[src/rtl/mdr_if.sv]
// Bus bundle between the control FSM / register B side, the data memory and the
// memory data register unit.
interface mdr_if #(
  parameter int DATA_WIDTH = 32,
  parameter int LANE_BITS  = 2
);
  logic                    mem_read;
  logic                    mem_write;
  logic [LANE_BITS-1:0]    addr_lo;
  logic [1:0]              size;
  logic                    sign_ext;
  logic [DATA_WIDTH-1:0]   reg_b;
  logic [DATA_WIDTH-1:0]   dmem_rdata;
  logic                    dmem_ready;
  logic                    dmem_req;
  logic                    dmem_we;
  logic [DATA_WIDTH/8-1:0] dmem_be;
  logic [DATA_WIDTH-1:0]   dmem_wdata;
  logic [DATA_WIDTH-1:0]   mdr_out;
  logic                    busy;
  logic                    done;
  logic                    misaligned;
  logic                    timeout;

  modport master (
    output mem_read, mem_write, addr_lo, size, sign_ext, reg_b, dmem_rdata, dmem_ready,
    input  dmem_req, dmem_we, dmem_be, dmem_wdata, mdr_out, busy, done, misaligned, timeout
  );

  modport slave (
    input  mem_read, mem_write, addr_lo, size, sign_ext, reg_b, dmem_rdata, dmem_ready,
    output dmem_req, dmem_we, dmem_be, dmem_wdata, mdr_out, busy, done, misaligned, timeout
  );
endinterface

[src/rtl/mdr_unit.sv]
// Memory data register unit: one load/store at a time over a req/ready handshake,
// sub-word load extraction into a held MDR, store lane replication and byte enables.
//
// state      | meaning
// IDLE       | waiting for mem_read / mem_write
// READ_WAIT  | load request outstanding
// WRITE_WAIT | store request outstanding
// DONE       | one-cycle completion pulse (normal, misaligned or timeout)
module mdr_unit #(
  parameter int DATA_WIDTH     = 32,
  parameter int LANE_BITS      = 2,
  parameter int TIMEOUT_CYCLES = 15
) (
  input logic  clk,
  input logic  rst,
  mdr_if.slave bus
);
  localparam int NB = DATA_WIDTH / 8;

  typedef enum logic [1:0] {IDLE, READ_WAIT, WRITE_WAIT, DONE} state_t;

  state_t               state, state_nx;
  logic [7:0]           cnt, cnt_nx, cnt_inc;
  logic [LANE_BITS-1:0] lane_q, lane_nx;
  logic [1:0]           size_q, size_nx;
  logic                 sext_q, sext_nx;

  logic                  req_q, req_nx, we_q, we_nx;
  logic [NB-1:0]         be_q, be_nx;
  logic [DATA_WIDTH-1:0] wdata_q, wdata_nx, mdr_q, mdr_nx;
  logic                  busy_q, busy_nx, done_q, done_nx;
  logic                  mis_q, mis_nx, to_q, to_nx;

  logic                  aligned;
  logic [7:0]            lane_byte;
  logic [15:0]           lane_half;
  logic [DATA_WIDTH-1:0] load_val;

  assign cnt_inc = cnt + 8'd1;

  always_comb begin
    case (bus.size)
      2'b00:   aligned = 1'b1;
      2'b01:   aligned = ~bus.addr_lo[0];
      2'b10:   aligned = (bus.addr_lo == '0);
      default: aligned = 1'b0;
    endcase
  end

  // Load lane selection uses the offset/size latched at command time.
  assign lane_byte = bus.dmem_rdata[{lane_q, 3'b000} +: 8];
  assign lane_half = bus.dmem_rdata[{lane_q[LANE_BITS-1:1], 4'b0000} +: 16];

  always_comb begin
    case (size_q)
      2'b00:   load_val = {{(DATA_WIDTH-8){sext_q & lane_byte[7]}}, lane_byte};
      2'b01:   load_val = {{(DATA_WIDTH-16){sext_q & lane_half[15]}}, lane_half};
      default: load_val = bus.dmem_rdata;
    endcase
  end

  always_comb begin
    state_nx = state;
    cnt_nx   = cnt;
    lane_nx  = lane_q;
    size_nx  = size_q;
    sext_nx  = sext_q;
    req_nx   = 1'b0;
    we_nx    = 1'b0;
    be_nx    = '0;
    wdata_nx = '0;
    mdr_nx   = mdr_q;
    busy_nx  = 1'b0;
    done_nx  = 1'b0;
    mis_nx   = 1'b0;
    to_nx    = 1'b0;
    case (state)
      IDLE: begin
        if (bus.mem_read || bus.mem_write) begin
          if (!aligned) begin
            state_nx = DONE;
            done_nx  = 1'b1;
            mis_nx   = 1'b1;
          end else begin
            lane_nx = bus.addr_lo;
            size_nx = bus.size;
            sext_nx = bus.sign_ext;
            cnt_nx  = '0;
            req_nx  = 1'b1;
            busy_nx = 1'b1;
            if (bus.mem_read) begin
              state_nx = READ_WAIT;
              be_nx    = '1;
            end else begin
              state_nx = WRITE_WAIT;
              we_nx    = 1'b1;
              case (bus.size)
                2'b00: begin
                  wdata_nx = {NB{bus.reg_b[7:0]}};
                  be_nx    = NB'(1) << bus.addr_lo;
                end
                2'b01: begin
                  wdata_nx = {(NB/2){bus.reg_b[15:0]}};
                  be_nx    = NB'(3) << bus.addr_lo;
                end
                default: begin
                  wdata_nx = bus.reg_b;
                  be_nx    = '1;
                end
              endcase
            end
          end
        end
      end
      READ_WAIT, WRITE_WAIT: begin
        we_nx    = we_q;
        be_nx    = be_q;
        wdata_nx = wdata_q;
        if (bus.dmem_ready) begin
          state_nx = DONE;
          done_nx  = 1'b1;
          if (state == READ_WAIT) mdr_nx = load_val;
        end else if (cnt_inc == 8'(TIMEOUT_CYCLES)) begin
          state_nx = DONE;
          done_nx  = 1'b1;
          to_nx    = 1'b1;
          cnt_nx   = cnt_inc;
        end else begin
          cnt_nx  = cnt_inc;
          req_nx  = 1'b1;
          busy_nx = 1'b1;
        end
      end
      default: state_nx = IDLE;
    endcase
  end

  always_ff @(posedge clk) begin
    if (rst) begin
      state   <= IDLE;
      cnt     <= '0;
      lane_q  <= '0;
      size_q  <= '0;
      sext_q  <= 1'b0;
      req_q   <= 1'b0;
      we_q    <= 1'b0;
      be_q    <= '0;
      wdata_q <= '0;
      mdr_q   <= '0;
      busy_q  <= 1'b0;
      done_q  <= 1'b0;
      mis_q   <= 1'b0;
      to_q    <= 1'b0;
    end else begin
      state   <= state_nx;
      cnt     <= cnt_nx;
      lane_q  <= lane_nx;
      size_q  <= size_nx;
      sext_q  <= sext_nx;
      req_q   <= req_nx;
      we_q    <= we_nx;
      be_q    <= be_nx;
      wdata_q <= wdata_nx;
      mdr_q   <= mdr_nx;
      busy_q  <= busy_nx;
      done_q  <= done_nx;
      mis_q   <= mis_nx;
      to_q    <= to_nx;
    end
  end

  assign bus.dmem_req   = req_q;
  assign bus.dmem_we    = we_q;
  assign bus.dmem_be    = be_q;
  assign bus.dmem_wdata = wdata_q;
  assign bus.mdr_out    = mdr_q;
  assign bus.busy       = busy_q;
  assign bus.done       = done_q;
  assign bus.misaligned = mis_q;
  assign bus.timeout    = to_q;
endmodule

[src/flat_wrapper.sv]
// flat-port wrapper written by rule: the top's interface ports become plain ports
module mdr_unit_flat 
#(
  parameter int DATA_WIDTH     = 32,
  parameter int LANE_BITS      = 2,
  parameter int TIMEOUT_CYCLES = 15
)
  (clk, rst, bus_mem_read, bus_mem_write, bus_addr_lo, bus_size, bus_sign_ext, bus_reg_b, bus_dmem_rdata, bus_dmem_ready, bus_dmem_req, bus_dmem_we, bus_dmem_be, bus_dmem_wdata, bus_mdr_out, bus_busy, bus_done, bus_misaligned, bus_timeout);
  mdr_if #(.DATA_WIDTH(DATA_WIDTH), .LANE_BITS(LANE_BITS)) bus_i ();
  input logic clk;
  input logic rst;
  input wire logic [$bits(bus_i.mem_read)-1:0] bus_mem_read;
  input wire logic [$bits(bus_i.mem_write)-1:0] bus_mem_write;
  input wire logic [$bits(bus_i.addr_lo)-1:0] bus_addr_lo;
  input wire logic [$bits(bus_i.size)-1:0] bus_size;
  input wire logic [$bits(bus_i.sign_ext)-1:0] bus_sign_ext;
  input wire logic [$bits(bus_i.reg_b)-1:0] bus_reg_b;
  input wire logic [$bits(bus_i.dmem_rdata)-1:0] bus_dmem_rdata;
  input wire logic [$bits(bus_i.dmem_ready)-1:0] bus_dmem_ready;
  output wire logic [$bits(bus_i.dmem_req)-1:0] bus_dmem_req;
  output wire logic [$bits(bus_i.dmem_we)-1:0] bus_dmem_we;
  output wire logic [$bits(bus_i.dmem_be)-1:0] bus_dmem_be;
  output wire logic [$bits(bus_i.dmem_wdata)-1:0] bus_dmem_wdata;
  output wire logic [$bits(bus_i.mdr_out)-1:0] bus_mdr_out;
  output wire logic [$bits(bus_i.busy)-1:0] bus_busy;
  output wire logic [$bits(bus_i.done)-1:0] bus_done;
  output wire logic [$bits(bus_i.misaligned)-1:0] bus_misaligned;
  output wire logic [$bits(bus_i.timeout)-1:0] bus_timeout;
  assign bus_i.mem_read = bus_mem_read;
  assign bus_i.mem_write = bus_mem_write;
  assign bus_i.addr_lo = bus_addr_lo;
  assign bus_i.size = bus_size;
  assign bus_i.sign_ext = bus_sign_ext;
  assign bus_i.reg_b = bus_reg_b;
  assign bus_i.dmem_rdata = bus_dmem_rdata;
  assign bus_i.dmem_ready = bus_dmem_ready;
  assign bus_dmem_req = bus_i.dmem_req;
  assign bus_dmem_we = bus_i.dmem_we;
  assign bus_dmem_be = bus_i.dmem_be;
  assign bus_dmem_wdata = bus_i.dmem_wdata;
  assign bus_mdr_out = bus_i.mdr_out;
  assign bus_busy = bus_i.busy;
  assign bus_done = bus_i.done;
  assign bus_misaligned = bus_i.misaligned;
  assign bus_timeout = bus_i.timeout;
  mdr_unit #(.DATA_WIDTH(DATA_WIDTH), .LANE_BITS(LANE_BITS), .TIMEOUT_CYCLES(TIMEOUT_CYCLES)) u_core (.clk(clk), .rst(rst), .bus(bus_i));
endmodule
[config.mk]
export PLATFORM = sky130hd
export DESIGN_NAME = mdr_unit_flat
export DESIGN_NICKNAME = d
export VERILOG_FILES = /design/src/rtl/mdr_if.sv /design/src/rtl/mdr_unit.sv /design/src/flat_wrapper.sv
export SDC_FILE = /design/constraint.sdc
export NUM_CORES = 1
export LEC_CHECK = 0
export CORE_UTILIZATION = 46
export DETAILED_ROUTE_END_ITERATION = 12
export GPL_ROUTABILITY_DRIVEN = 0
export PLACE_DENSITY = 0.83
export SLEW_MARGIN = 10
export SYNTH_ARGS = -nofsm -noshare
export SYNTH_HDL_FRONTEND = slang
export SYNTH_SLANG_ARGS = --single-unit
[constraint.sdc]
create_clock -name clk -period 2.6 [get_ports clk]
set_input_delay 0.65 -clock clk [delete_from_list [all_inputs] [get_ports clk]]
set_output_delay 0.65 -clock clk [all_outputs]
set_load 0.005 [all_outputs]
---- Yosys cells after proc, flatten, opt, wreduce, memory -nomap -nowiden ----
Cells that the tools add are included.
storage, ports and cells
  flip-flop bits (word level) ............. 88
  input bits .............................. 74
  output and inout port bits .............. 74
  word-level logic and storage cells ...... 82
operators by class
  add/subtract/negate cells ............... 1
  eq/ne operators ......................... 10
  shift operators ......................... 4
  multiplexer cells ....................... 36
  bitwise operators ....................... 5
  reduce and logical (&&, ||, !) cells .... 13
operator list
  cell                                                 count
  case mux 32 bit (2 select lines)                     3
  2-to-1 mux 32 bit                                    3
  indexed part select 32 x 6 -> 16 bit                 1
  indexed part select 32 x 6 -> 8 bit                  1
  2-to-1 mux 8 bit                                     3
  case mux 4 bit (2 select lines)                      2
  case mux 8 bit (2 select lines)                      1
  2-to-1 mux 4 bit                                     3
  2-to-1 mux 1 bit                                     11
  2-to-1 mux 2 bit                                     5
  adder 8 x 1 -> 8 bit, second input constant          1
  equality test 8 x 4 -> 1 bit, second input constant  1
  zero test 2 bit                                      4
  equality test 2 x 1 -> 1 bit, second input constant  3
  case mux 1 bit (2 select lines)                      3
  AND reduction 3 bit                                  2
  equality test 2 bit, second input constant           2
  != test 2 x 1 -> 1 bit, second input constant        2
  case mux 2 bit (2 select lines)                      1
  AND reduction 4 bit                                  1
  OR reduction 2 bit                                   2
  left shift 1 x 2 -> 4 bit, first input constant      1
  left shift 2 x 2 -> 4 bit, first input constant      1
  != test 3 x 2 -> 1 bit, second input constant        1
  other kinds (8)                                      11

---- Longest topological paths before layout ----
  depth after elaboration ................. 6
  mapped depth ............................ 9
  gate-level depth less buffers ........... 7

---- Worst setup path after synthesis ----
No wires, ideal clock.
  kind .................................... input-to-reg
  start point ............................. input bus_dmem_rdata[31]
  end point ............................... register u_core.mdr_q[21] (netlist: u_core.bus.mdr_out[21])
  library setup time ...................... 0.134 ns
  arrival ................................. 1.913 ns
  required time ........................... 2.466 ns
  setup slack ............................. 0.553 ns
  stages on the path ...................... 5
  path buffers ............................ 1
  cell sequence ........................... mux4_2 -> mux2_2 -> a31oi_4 -> buf_4 -> a211oi_1
on the way
  word-level cells in the longest chain between the ends .. 3
  elaborated cells between the ends (all ways) .. 5
  classes of those cells .................. shift (2); mux (1); bitwise (2)
RTL lines
  element                                                                                             RTL line                        RTL
  start: declaration                                                                                  flat_wrapper.sv:18              input wire logic [$bits(bus_i.dmem_rdata)-1:0] bus_dmem_rdata;
  indexed part select 32 x 6 -> 16 bit / indexed part select 32 x 6 -> 8 bit (equally long branches)  mdr_unit.sv:52, mdr_unit.sv:51
  AND 1 bit (on tied branches)                                                                        mdr_unit.sv:57, mdr_unit.sv:56
  case mux 32 bit (2 select lines) *                                                                  mdr_unit.sv:55                  case (size_q)
  end signal: assignment                                                                              mdr_unit.sv:164                 mdr_q <= mdr_nx;
  end: declaration                                                                                    mdr_unit.sv:30                  logic [DATA_WIDTH-1:0] wdata_q, wdata_nx, mdr_q, mdr_nx;
Every way passes the cells marked *; elsewhere a longest branch is shown, timed or not.
A chain may end at the register's enable or synchronous reset.

---- Worst setup path in the final report ----
  start point ............................. input bus_addr_lo[1]
  end point ............................... register u_core.cnt[6]
on the way
  word-level cells in the longest chain between the ends .. 4
RTL lines
  element                                  RTL line            RTL
  start: declaration                       flat_wrapper.sv:14  input wire logic [$bits(bus_i.addr_lo)-1:0] bus_addr_lo;
  zero test 2 bit                          mdr_unit.sv:45      2'b10: aligned = (bus.addr_lo == '0);
  case mux 1 bit (3 select lines)          mdr_unit.sv:42      case (bus.size)
  != test 2 x 1 -> 1 bit (no source line)  n/a
  AND reduction 4 bit (no source line)     n/a
  end signal: assignment                   mdr_unit.sv:156     cnt <= cnt_nx;
  end: declaration                         mdr_unit.sv:23      logic [7:0] cnt, cnt_nx, cnt_inc;
No other way between the ends.

==> flow_summary.ini <==
[status]
status = completed

[timing]
hold_viol_final = 0
worst_pin_slew_ns = 0.710
rsz0062_at_grt = false
fin_crit_ns = 2.25
slew_headroom_pct = 52.6
setup_viol = 0
tns_ns = 0
period_share_pct = 86.5
drv_slew = 0
max_freq_ghz = 0.445
whs_ns = 0.462
skew_ns = 0.0134

[synthesis]
synth-main-ff-cell = dfxtp_1
synth_nets = 583
yosys.area.top_type = dfxtp_1
synth_area_sq_um = 4320
synth_seq_cells = 88
async_flop_share_pct = 0
synth_cell_types = 49
ys_warn_count = 0
yosys-top-cells-count = dfxtp_1 (88), nor2_1 (80), nand2_1 (47)
netlist_instances = 504
ys_seq_area_share_pct = 40.8
syn_avg_cell_area_sq_um = 8.57
yosysTopAreaCellShare_pct = 40.8
netlist_top_cells_area = dfxtp_1 (41%), nor2_1 (7.0%), mux2_2 (4.7%)
synth-edff-count = 0
synth_most_common_cell = dfxtp_1

[die]
io_pins = 148
dieArea_sq_um = 9780
die_h_um = 98.9
core_sq_um = 8890
rows = 34
start_util_pct = 48.6
chipWidth_um = 98.9

[critical_path]
worstPathMaxFanout = 13
r2r_cells = 6
crit_slowest_cell = a311o_1
worst_path_largest_cell_delay_ns = 0.48
required_ns = 2.89
critPathKind = in2reg
worstPathArrival_ns = 2.54
crit_chain = clkdlybuf4s50_1, or3_4, a311o_1, or3_1, a21oi_1
r2r_end = u_core.bus.busy$_SDFF_PP0_
end_kind = flip-flop
rrSetupSlack_ns = 0.42
r2r_start = u_core.cnt[0]$_SDFFE_PP0P_
startpoint_type = primary input

[power_and_ir_drop]
powerDensity_nw_per_um2 = 678
p_int_uw = 2740
ir_worst_vdd_mv = 0.426
leakagePower_uw = 0.00216
p_comb_share_pct = 35.5
switching_power_uw = 1430
clock_power_share_pct = 25.9
pwr-share-seq_pct = 38.7
switching_share_pct = 34.2

[finish]
syn_to_final_growth_pct = 42.3
drive_gt1_share_pct = 11.3
final_area_sq_um = 6150
nNetsFinal = 720
diodes = 0
nFillCells = 686

[clocking]
cts_root_buf = clkbuf_8
cts_buffers = 9
cts_tree = built
insertion_delay_ns = 0.36
cts-htree-levels = 3
cts_sinks = 88
hold_buffers = 0
post_cts_resized = 0
cts.clk_slew.worst_paths_ns = 0.09
max-clock-path-buffers = 2
cts_setup_buffers = 0

[worst_hold_path]
hp-class = reg2reg
hold_depth = 2
min_delay_worst_endpoint = u_core.bus.mdr_out[6]$_SDFFE_PP0P_
hp-start = u_core.bus.mdr_out[6]$_SDFFE_PP0P_

[global_route]
grt_max_degree = 64
antenna_found_initial = 0
overflow = 0
grt_pass1_wl_um = 20300
grt_pass1_vias = 4205
grt.total_usage_pct = 26.2

[routing]
drt_iter0_markers = 255
drt-total-wl_um = 12700
vias_per_cell = 5.73
first_pass_iters = 5
wire_per_inst_um = 16.8
ant_nets = 0
via_count = 4317
drc_errors = 0

[placement]
postPlaceCellArea_sq_um = 5920
portBuffers = 147
dp.final_hpwl_um = 9220

[run]
drv_cap = 0
-- critical path, delay by kind of cell --
| family | cells | cell delay (ns) |
|---|---|---|
| simple gates | 2 | 0.81 |
| compound gates | 2 | 0.64 |
| buf+inv | 1 | 0.43 |
-- final cells by class --
cell class	instances	area [sq um]	share of cell area, %
clock inverters	6	90.1	1.47
multi-input cells	366	2310	37.6
repair buffers	169	1680	27.4
inverters	7	26.3	0.428
clock buffers	10	138	2.24
flip-flops and latches	88	1760	28.7
well taps	108	135	2.20
-- worst max path at each step --
stage / to / slack, ns / from / depth (start not counted)
global route: u_core.bus.timeout$_SDFF_PP0_ / 0.25 / u_core.cnt[0]$_SDFFE_PP0P_ / 6
detailed placement: u_core.cnt[6]$_SDFFE_PP0P_ / 0.006 / bus_addr_lo[1] / 5
finish: u_core.cnt[6]$_SDFFE_PP0P_ / 0.35 / bus_addr_lo[1] / 5
global placement: u_core.cnt[6]$_SDFFE_PP0P_ / 0.04 / bus_addr_lo[1] / 5
CTS: u_core.cnt[6]$_SDFFE_PP0P_ / 0.38 / bus_addr_lo[1] / 5
floorplan: u_core.bus.mdr_out[21]$_SDFFE_PP0P_ / 0.55 / bus_dmem_rdata[31] / 5
-- layout by cell type (no fill, tap or decap), drive strengths merged, types with 7 or more instances in the layout --
cell           synthesis  layout
clkdlybuf4s50          0     146
dfxtp                 88      88
nor2                  81      81
nand2                 47      47
a22oi                 36      36
a21oi                 30      30
nor3                  27      27
buf                   14      23
o21ai                 21      21
mux2i                 20      20
mux2                  18      18
a211oi                17      17
clkbuf                29      10
nand3                  8       8
o221ai                 8       8
a221oi                 7       7
inv                    6       7
-- layer usage --
| metal | GRT usage [%] | vias up | share of wire [%] |
|---|---|---|---|
| met5 | 0 | - | 0 |
| met4 | 11.0 | 0 | 2.1 |
| met3 | 8.16 | 22 | 9.2 |
| met2 | 43.4 | 189 | 47 |
| met1 | 31.3 | 2019 | 41 |
| li1 | - | 2087 | - |
-- power by group through the flow --
stage / clock, uW / sequential [uW] / combinational [uW]
after floorplan: 0 / 1620 / 874
final: 1080 / 1610 / 1480
after detailed placement: 0 / 1640 / 1470
after CTS: 1090 / 1610 / 1470
after global routing: 1160 / 1630 / 1610
after global placement: 0 / 1630 / 1430
-- cell families (layout without fill, tap and decap cells) --
group | Yosys count | in the layout | synth area share [%]
AND/OR/NAND/NOR | 185 | 185 | 19.1
AO/OA/AOI/OAI | 133 | 133 | 22.3
flip-flops | 88 | 88 | 40.8
buffers and inverters | 50 | 192 | 5.62
multiplexers | 39 | 39 | 9.85
adder cells (fa/ha/maj) | 5 | 5 | 1.45
XOR/XNOR | 4 | 4 | 0.811
-- state kept, by name (all words and copies together), names as in the netlist --
name / flops
u_core.sext_q: 1
u_core.bus.timeout: 1
u_core.bus.misaligned: 1
u_core.bus.mdr_out: 32
u_core.size_q: 2
u_core.bus.dmem_wdata: 32
u_core.cnt: 8
u_core.bus.dmem_we: 1
u_core.state: 2
u_core.bus.dmem_be: 4
u_core.bus.done: 1
u_core.lane_q: 2
u_core.bus.busy: 1
-- metrics by stage --
step                util [%]  worst slack (ns)  total power [uW]  cells
global route            69.1             0.253              4400    754
floorplan                  -             0.553              2490    504
global placement        66.6            0.0421              3060    738
CTS                     69.1             0.385              4180    754
detailed placement      66.6           0.00608              3110    738
finish                  69.1             0.351              4170    754
Power figures use the tool's default switching activity.
